--- src/rtl/dmem_arbiter_if.sv ---
// Bundle between the two requesters, the single-port data RAM and dmem_arbiter.
// master = environment side (core, loader, RAM); slave = the arbiter itself.
interface dmem_arbiter_if #(
  parameter int ADDR_W = 23,
  parameter int DATA_W = 32
);
  localparam int MASK_W = DATA_W / 8;

  logic              p0_req;
  logic [MASK_W-1:0] p0_wmask;
  logic [ADDR_W-1:0] p0_addr;
  logic [DATA_W-1:0] p0_wdata;
  logic              p0_gnt;
  logic              p0_rvalid;
  logic [DATA_W-1:0] p0_rdata;

  logic              p1_req;
  logic [MASK_W-1:0] p1_wmask;
  logic [ADDR_W-1:0] p1_addr;
  logic [DATA_W-1:0] p1_wdata;
  logic              p1_gnt;
  logic              p1_rvalid;
  logic [DATA_W-1:0] p1_rdata;
  logic              p1_lock;

  logic              ram_en;
  logic [MASK_W-1:0] ram_wmask;
  logic [ADDR_W-1:0] ram_addr;
  logic [DATA_W-1:0] ram_wdata;
  logic [DATA_W-1:0] ram_rdata;

  modport master (
    output p0_req, p0_wmask, p0_addr, p0_wdata,
    input  p0_gnt, p0_rvalid, p0_rdata,
    output p1_req, p1_wmask, p1_addr, p1_wdata, p1_lock,
    input  p1_gnt, p1_rvalid, p1_rdata,
    input  ram_en, ram_wmask, ram_addr, ram_wdata,
    output ram_rdata
  );

  modport slave (
    input  p0_req, p0_wmask, p0_addr, p0_wdata,
    output p0_gnt, p0_rvalid, p0_rdata,
    input  p1_req, p1_wmask, p1_addr, p1_wdata, p1_lock,
    output p1_gnt, p1_rvalid, p1_rdata,
    output ram_en, ram_wmask, ram_addr, ram_wdata,
    input  ram_rdata
  );
endinterface

--- src/rtl/dmem_arbiter.sv ---
// Two-port arbiter for one single-port data RAM; grant is combinational, rvalid one cycle after a granted read.
// Losers must hold/retry their request while gnt is low; port 1 may lock the bus; starvation guard forces port 1.
// DMEM_ARB_RR_EN selects round-robin contention instead of fixed port-0 priority.
module dmem_arbiter #(
  parameter int ADDR_W     = 23,
  parameter int DATA_W     = 32,
  parameter int STARVE_MAX = 4
) (
  input  logic           clk,
  input  logic           resetn,
  dmem_arbiter_if.slave  bus
);
  localparam int CNT_W = $clog2(STARVE_MAX + 1);

  typedef enum logic {
    ST_ARB   = 1'b0,
    ST_LOCK1 = 1'b1
  } state_t;

  state_t           r_state;
  state_t           w_state_nxt;
  logic [CNT_W-1:0] r_starve_cnt;
  logic             r_p0_rvalid;
  logic             r_p1_rvalid;
  logic             w_p0_gnt;
  logic             w_p1_gnt;
  logic             w_starved;
  logic             w_p1_pref;

  assign w_starved = (r_starve_cnt == CNT_W'(STARVE_MAX));

`ifdef DMEM_ARB_RR_EN
  logic r_last_winner;

  // Reset value 1 (port 1) so port 0 takes the first contended cycle.
  always_ff @(posedge clk or negedge resetn) begin
    if (!resetn) begin
      r_last_winner <= 1'b1;
    end else if (w_p0_gnt) begin
      r_last_winner <= 1'b0;
    end else if (w_p1_gnt) begin
      r_last_winner <= 1'b1;
    end
  end

  assign w_p1_pref = w_starved | ~r_last_winner;
`else
  assign w_p1_pref = w_starved;
`endif

  always_ff @(posedge clk or negedge resetn) begin
    if (!resetn) begin
      r_state <= ST_ARB;
    end else begin
      r_state <= w_state_nxt;
    end
  end

  always_comb begin
    w_state_nxt = r_state;
    case (r_state)
      ST_ARB:   if (w_p1_gnt && bus.p1_lock) w_state_nxt = ST_LOCK1;
      ST_LOCK1: if (!bus.p1_lock || !bus.p1_req) w_state_nxt = ST_ARB;
      default:  w_state_nxt = ST_ARB;
    endcase
  end

  // Grants are gated by resetn so nothing reaches the RAM while in reset.
  always_comb begin
    w_p0_gnt = 1'b0;
    w_p1_gnt = 1'b0;
    if (resetn) begin
      case (r_state)
        ST_ARB: begin
          if (bus.p0_req && bus.p1_req) begin
            w_p1_gnt = w_p1_pref;
            w_p0_gnt = ~w_p1_pref;
          end else begin
            w_p0_gnt = bus.p0_req;
            w_p1_gnt = bus.p1_req;
          end
        end
        ST_LOCK1: w_p1_gnt = bus.p1_req;
        default: begin
          w_p0_gnt = 1'b0;
          w_p1_gnt = 1'b0;
        end
      endcase
    end
  end

  always_ff @(posedge clk or negedge resetn) begin
    if (!resetn) begin
      r_starve_cnt <= '0;
    end else if (bus.p1_req && !w_p1_gnt) begin
      if (!w_starved) r_starve_cnt <= r_starve_cnt + CNT_W'(1);
    end else begin
      r_starve_cnt <= '0;
    end
  end

  always_ff @(posedge clk or negedge resetn) begin
    if (!resetn) begin
      r_p0_rvalid <= 1'b0;
      r_p1_rvalid <= 1'b0;
    end else begin
      r_p0_rvalid <= w_p0_gnt && (bus.p0_wmask == '0);
      r_p1_rvalid <= w_p1_gnt && (bus.p1_wmask == '0);
    end
  end

  assign bus.p0_gnt    = w_p0_gnt;
  assign bus.p1_gnt    = w_p1_gnt;
  assign bus.p0_rvalid = r_p0_rvalid;
  assign bus.p1_rvalid = r_p1_rvalid;
  // Both rdata ports see the RAM directly; only rvalid tells the owner apart.
  assign bus.p0_rdata  = resetn ? bus.ram_rdata : '0;
  assign bus.p1_rdata  = resetn ? bus.ram_rdata : '0;

  assign bus.ram_en    = w_p0_gnt | w_p1_gnt;
  assign bus.ram_wmask = w_p1_gnt ? bus.p1_wmask : (w_p0_gnt ? bus.p0_wmask : '0);
  assign bus.ram_addr  = w_p1_gnt ? bus.p1_addr  : (w_p0_gnt ? bus.p0_addr  : '0);
  assign bus.ram_wdata = w_p1_gnt ? bus.p1_wdata : (w_p0_gnt ? bus.p0_wdata : '0);
endmodule

--- src/flat_wrapper.sv ---
// flat-port wrapper written by rule: the top's interface ports become plain ports
module dmem_arbiter_flat 
#(
  parameter int ADDR_W     = 23,
  parameter int DATA_W     = 32,
  parameter int STARVE_MAX = 4
)
  (clk, resetn, bus_p0_req, bus_p0_wmask, bus_p0_addr, bus_p0_wdata, bus_p0_gnt, bus_p0_rvalid, bus_p0_rdata, bus_p1_req, bus_p1_wmask, bus_p1_addr, bus_p1_wdata, bus_p1_lock, bus_p1_gnt, bus_p1_rvalid, bus_p1_rdata, bus_ram_en, bus_ram_wmask, bus_ram_addr, bus_ram_wdata, bus_ram_rdata);
  dmem_arbiter_if #(.ADDR_W(ADDR_W), .DATA_W(DATA_W)) bus_i ();
  input  logic clk;
  input  logic resetn;
  input wire logic [$bits(bus_i.p0_req)-1:0] bus_p0_req;
  input wire logic [$bits(bus_i.p0_wmask)-1:0] bus_p0_wmask;
  input wire logic [$bits(bus_i.p0_addr)-1:0] bus_p0_addr;
  input wire logic [$bits(bus_i.p0_wdata)-1:0] bus_p0_wdata;
  output wire logic [$bits(bus_i.p0_gnt)-1:0] bus_p0_gnt;
  output wire logic [$bits(bus_i.p0_rvalid)-1:0] bus_p0_rvalid;
  output wire logic [$bits(bus_i.p0_rdata)-1:0] bus_p0_rdata;
  input wire logic [$bits(bus_i.p1_req)-1:0] bus_p1_req;
  input wire logic [$bits(bus_i.p1_wmask)-1:0] bus_p1_wmask;
  input wire logic [$bits(bus_i.p1_addr)-1:0] bus_p1_addr;
  input wire logic [$bits(bus_i.p1_wdata)-1:0] bus_p1_wdata;
  input wire logic [$bits(bus_i.p1_lock)-1:0] bus_p1_lock;
  output wire logic [$bits(bus_i.p1_gnt)-1:0] bus_p1_gnt;
  output wire logic [$bits(bus_i.p1_rvalid)-1:0] bus_p1_rvalid;
  output wire logic [$bits(bus_i.p1_rdata)-1:0] bus_p1_rdata;
  output wire logic [$bits(bus_i.ram_en)-1:0] bus_ram_en;
  output wire logic [$bits(bus_i.ram_wmask)-1:0] bus_ram_wmask;
  output wire logic [$bits(bus_i.ram_addr)-1:0] bus_ram_addr;
  output wire logic [$bits(bus_i.ram_wdata)-1:0] bus_ram_wdata;
  input wire logic [$bits(bus_i.ram_rdata)-1:0] bus_ram_rdata;
  assign bus_i.p0_req = bus_p0_req;
  assign bus_i.p0_wmask = bus_p0_wmask;
  assign bus_i.p0_addr = bus_p0_addr;
  assign bus_i.p0_wdata = bus_p0_wdata;
  assign bus_p0_gnt = bus_i.p0_gnt;
  assign bus_p0_rvalid = bus_i.p0_rvalid;
  assign bus_p0_rdata = bus_i.p0_rdata;
  assign bus_i.p1_req = bus_p1_req;
  assign bus_i.p1_wmask = bus_p1_wmask;
  assign bus_i.p1_addr = bus_p1_addr;
  assign bus_i.p1_wdata = bus_p1_wdata;
  assign bus_i.p1_lock = bus_p1_lock;
  assign bus_p1_gnt = bus_i.p1_gnt;
  assign bus_p1_rvalid = bus_i.p1_rvalid;
  assign bus_p1_rdata = bus_i.p1_rdata;
  assign bus_ram_en = bus_i.ram_en;
  assign bus_ram_wmask = bus_i.ram_wmask;
  assign bus_ram_addr = bus_i.ram_addr;
  assign bus_ram_wdata = bus_i.ram_wdata;
  assign bus_i.ram_rdata = bus_ram_rdata;
  dmem_arbiter #(.ADDR_W(ADDR_W), .DATA_W(DATA_W), .STARVE_MAX(STARVE_MAX)) u_core (.clk(clk), .resetn(resetn), .bus(bus_i));
endmodule
--- config.mk ---
export PLATFORM = sky130hd
export DESIGN_NAME = dmem_arbiter_flat
export DESIGN_NICKNAME = d
export VERILOG_FILES = /design/src/rtl/dmem_arbiter_if.sv /design/src/rtl/dmem_arbiter.sv /design/src/flat_wrapper.sv
export SDC_FILE = /design/constraint.sdc
export NUM_CORES = 1
export LEC_CHECK = 0
export BUFFER_PORTS_ARGS = -buffer_cell sky130_fd_sc_hd__buf_2
export CAP_MARGIN = 15
export CORE_AREA = 2 2 110 112
export CTS_CLUSTER_SIZE = 30
export DETAILED_ROUTE_END_ITERATION = 12
export DIE_AREA = 0 0 112 114
export GPL_TIMING_DRIVEN = 0
export PLACE_DENSITY = 0.56
export SLEW_MARGIN = 10
export SYNTH_ARGS = -nofsm -noshare
export SYNTH_HDL_FRONTEND = slang
export SYNTH_SLANG_ARGS = --single-unit
--- constraint.sdc ---
create_clock -name clk -period 1.6 [get_ports clk]
set_input_delay 0.16 -clock clk [delete_from_list [all_inputs] [get_ports clk]]
set_output_delay 0.16 -clock clk [all_outputs]
set_load 0.005 [all_outputs]
==> metrics.yaml <==
drt:
  drc_errors: 0
  wl_met1_um: 3490
  viasPerCell: 3.97
  totalWireLength_um: 8380
  drt-initial-drc-count: 80
  highest_layer: "met4"
  met3WireLength_um: 472
  wl_met2_um: 4400
  wl_per_cell_um: 13.7
  vias: 2435
  ant_nets: 0
  firstDrtPassIters: 4
clock_tree:
  worst_skew_pair.late_latency_ns: 0.23
  cts_made_buffers: 3
  path_clk_slew_ns: 0.03
  htree_levels: 1
  cts_max_path_buffers: 2
  cts_tree: "done"
  clockRootBuffer: "clkbuf_16"
  cts_sinks: 6
synth:
  synth_top_family_by_area: "compound AO/OA/AOI/OAI gates"
  synth_adder_area_share: 0.0172
  netlist_area_um2: 1450
  synth-xor-area-share: 0.00602
  yosysTopAreaCell: "a22o_1"
  ys_warn_count: 0
  netlist_top_cells_count: "59 x a22o_1, 35 x and2_1, 33 x buf_4"
  syn_area_per_cell_um2: 8.55
  synthFlopType: "dfrtp_1"
  synthesis.nets: 327
  synth-async-reset-ratio: 1.00
  synth_simple_gate_area_share: 0.201
  synth_seq_cells: 6
  synth-edff-count: 0
  synth_top_area_share: 0.355
  ys_seq_area_frac: 0.103
  synth_most_common_cell: "a22o_1"
  muxShareOfSynthArea: 0.00688
  synthCells: 170
  synth.area.top_cells: "a22o_1 36%, buf_4 17%, and2_1 15%, dfrtp_1 10%, buf_8 6.2%"
  synth-compound-area-share: 0.373
  yosysUniqueCellTypes: 23
sta:
  period_minus_slack_ns: 1.94
  finClkSkew_ns: 0.000577
  max_freq_ghz: 0.517
  setup_viol_count_final: 62
  rsz0062_at_grt: "true"
  hold-worst-slack_ns: 0.155
  maxSlewViolCount: 0
  fin_setup_tns_ns: -17.98
  setup_ws_ns: -0.336
  hold_viol: 0
  worst_slew_pin_slew_ns: 0.334
  fin_crit_sh: 1.21
  slew_headroom: 0.778
floorplan:
  design.core.area_um2: 11700
  dieArea_um2: 12800
  rows: 40
  ios: 283
  dieWidth_um: 112
  start_util: 0.124
  die_height_um: 114
place:
  hpwl_um: 6890
  postPlaceCellArea_um2: 3050
  post-place-ws_ns: -0.309
  finalWeightedCongestion: 0.706
  dp.cells: 599
  port_buffers: 282
setup_path:
  cp.required_ns: 1.44
  arrival_ns: 1.78
  cp-end-kind: "output port"
  start_kind: "flip-flop"
  crit_path_max_fanout: 6
  crit_type: "flip-flop to output port"
job:
  cap_violations: 0
cells_and_area:
  area_growth_pct: 131
  utilization: 0.286
  fillCellCount: 1271
  final_cell_area_um2: 3350
  drive_gt1_frac: 0.747
  final_cells: 613
  insertedDiodeCount: 0
  finalNetCount: 625
global_route:
  grt_max_degree: 11
  antenna_found_initial: 0
  grt_pass1_wl_um: 11600
  grt_remaining_overflow: 0
  grt_use_total: 0.112
  grt_pass1_vias: 2211
pwr:
  cellPowerDensity_nw_per_um2: 426
  p_leak_nw: 2.06
  max-vdd-ir-drop_mv: 0.265
  total_power_mw: 1.43
run_status:
  status: "complete, but fails checks"
  violations: "setup timing"
worst_hold_path:
  worstHoldPathType: "input pin to flip-flop"
-- path summary, 6_finish.rpt --
| path | startpoint | end | slack [ns] | cells after the start |
|---|---|---|---|---|
| worst max-delay path | u_core.r_starve_cnt[0] | bus_ram_wdata[6] | -0.34 | 7 |
| worst min-delay path | bus_p1_lock | u_core.r_state | 0.15 | 2 |
| worst max register to register | u_core.r_starve_cnt[0] | u_core.bus.p1_rvalid | 0.13 | 7 |
| worst min register to register | u_core.r_state | u_core.r_state | 0.58 | 2 |
| max in group asynchronous | resetn | u_core.r_starve_cnt[1] | 0.87 | 2 |
| min in group asynchronous | resetn | u_core.bus.p1_rvalid | 0.50 | 2 |
-- layout make-up --
cell class	count	area (um^2)	share of cell area
Timing Repair Buffer	294	1580	0.471
Multi-Input combinational cell	113	930	0.277
Buffer	47	423	0.126
Tap cell	147	184	0.0549
Sequential cell	6	150	0.0448
Clock buffer	3	75.1	0.0224
Inverter	3	11.3	0.00336
-- report_power, final --
group          internal (mW)  total, mW  switching, mW
logic                  0.516      0.858          0.342
registers              0.162      0.171        0.00855
clock network          0.320      0.399         0.0790
total                  0.998       1.43          0.429
-- worst max-delay path: stages, from the launching register on --
cell       delay (ns)
dfrtp_1          0.39
inv_2            0.08
ha_4             0.17
nand3_4          0.09
and4_4           0.28
clkbuf_16        0.18
a22o_1           0.23
buf_2            0.12
-- sequential cells by signal, indices dropped and copies added, names as in the netlist --
name                  flops
u_core.bus.p1_rvalid      1
u_core.r_starve_cnt       3
u_core.bus.p0_rvalid      1
u_core.r_state            1
-- per-layer routing --
metal	up-vias	track usage
met5	-	0
met4	0	0.0171
met3	2	0.00638
met2	104	0.208
met1	1131	0.145
li1	1198	-
-- layout by cell type (no fill, tap or decap), types with 2 or more instances in the layout --
cell type,instances
buf_8,10
a22o_1,59
buf_4,37
clkbuf_16,5
and2_1,35
buf_6,4
clkbuf_1,3
dfrtp_1,6
nor4_1,2
buf_2,282
and4_4,2
nor3b_1,3
inv_2,2
-- kinds of logic (layout without fill, tap and decap cells) --
logic type / count (synthesis) / after routing
adders and majority gates: 2 / 2
DFF: 6 / 6
AOI/OAI and AO/OA: 62 / 62
xor gates and xnor gates: 1 / 1
buffers and inverters: 52 / 347
muxes: 1 / 1
and+or+nand+nor: 46 / 47
-- repair_timing --
item,CTS,global route
buffers inserted,4,3
gates resized for setup,18,7
gates cloned,3,2
hold buffers,1,0
endpoints found under the hold margin,6,0
pin swaps,4,14
setup endpoints to repair,63,62
Note: power is estimated with default switching activity, not from simulation.
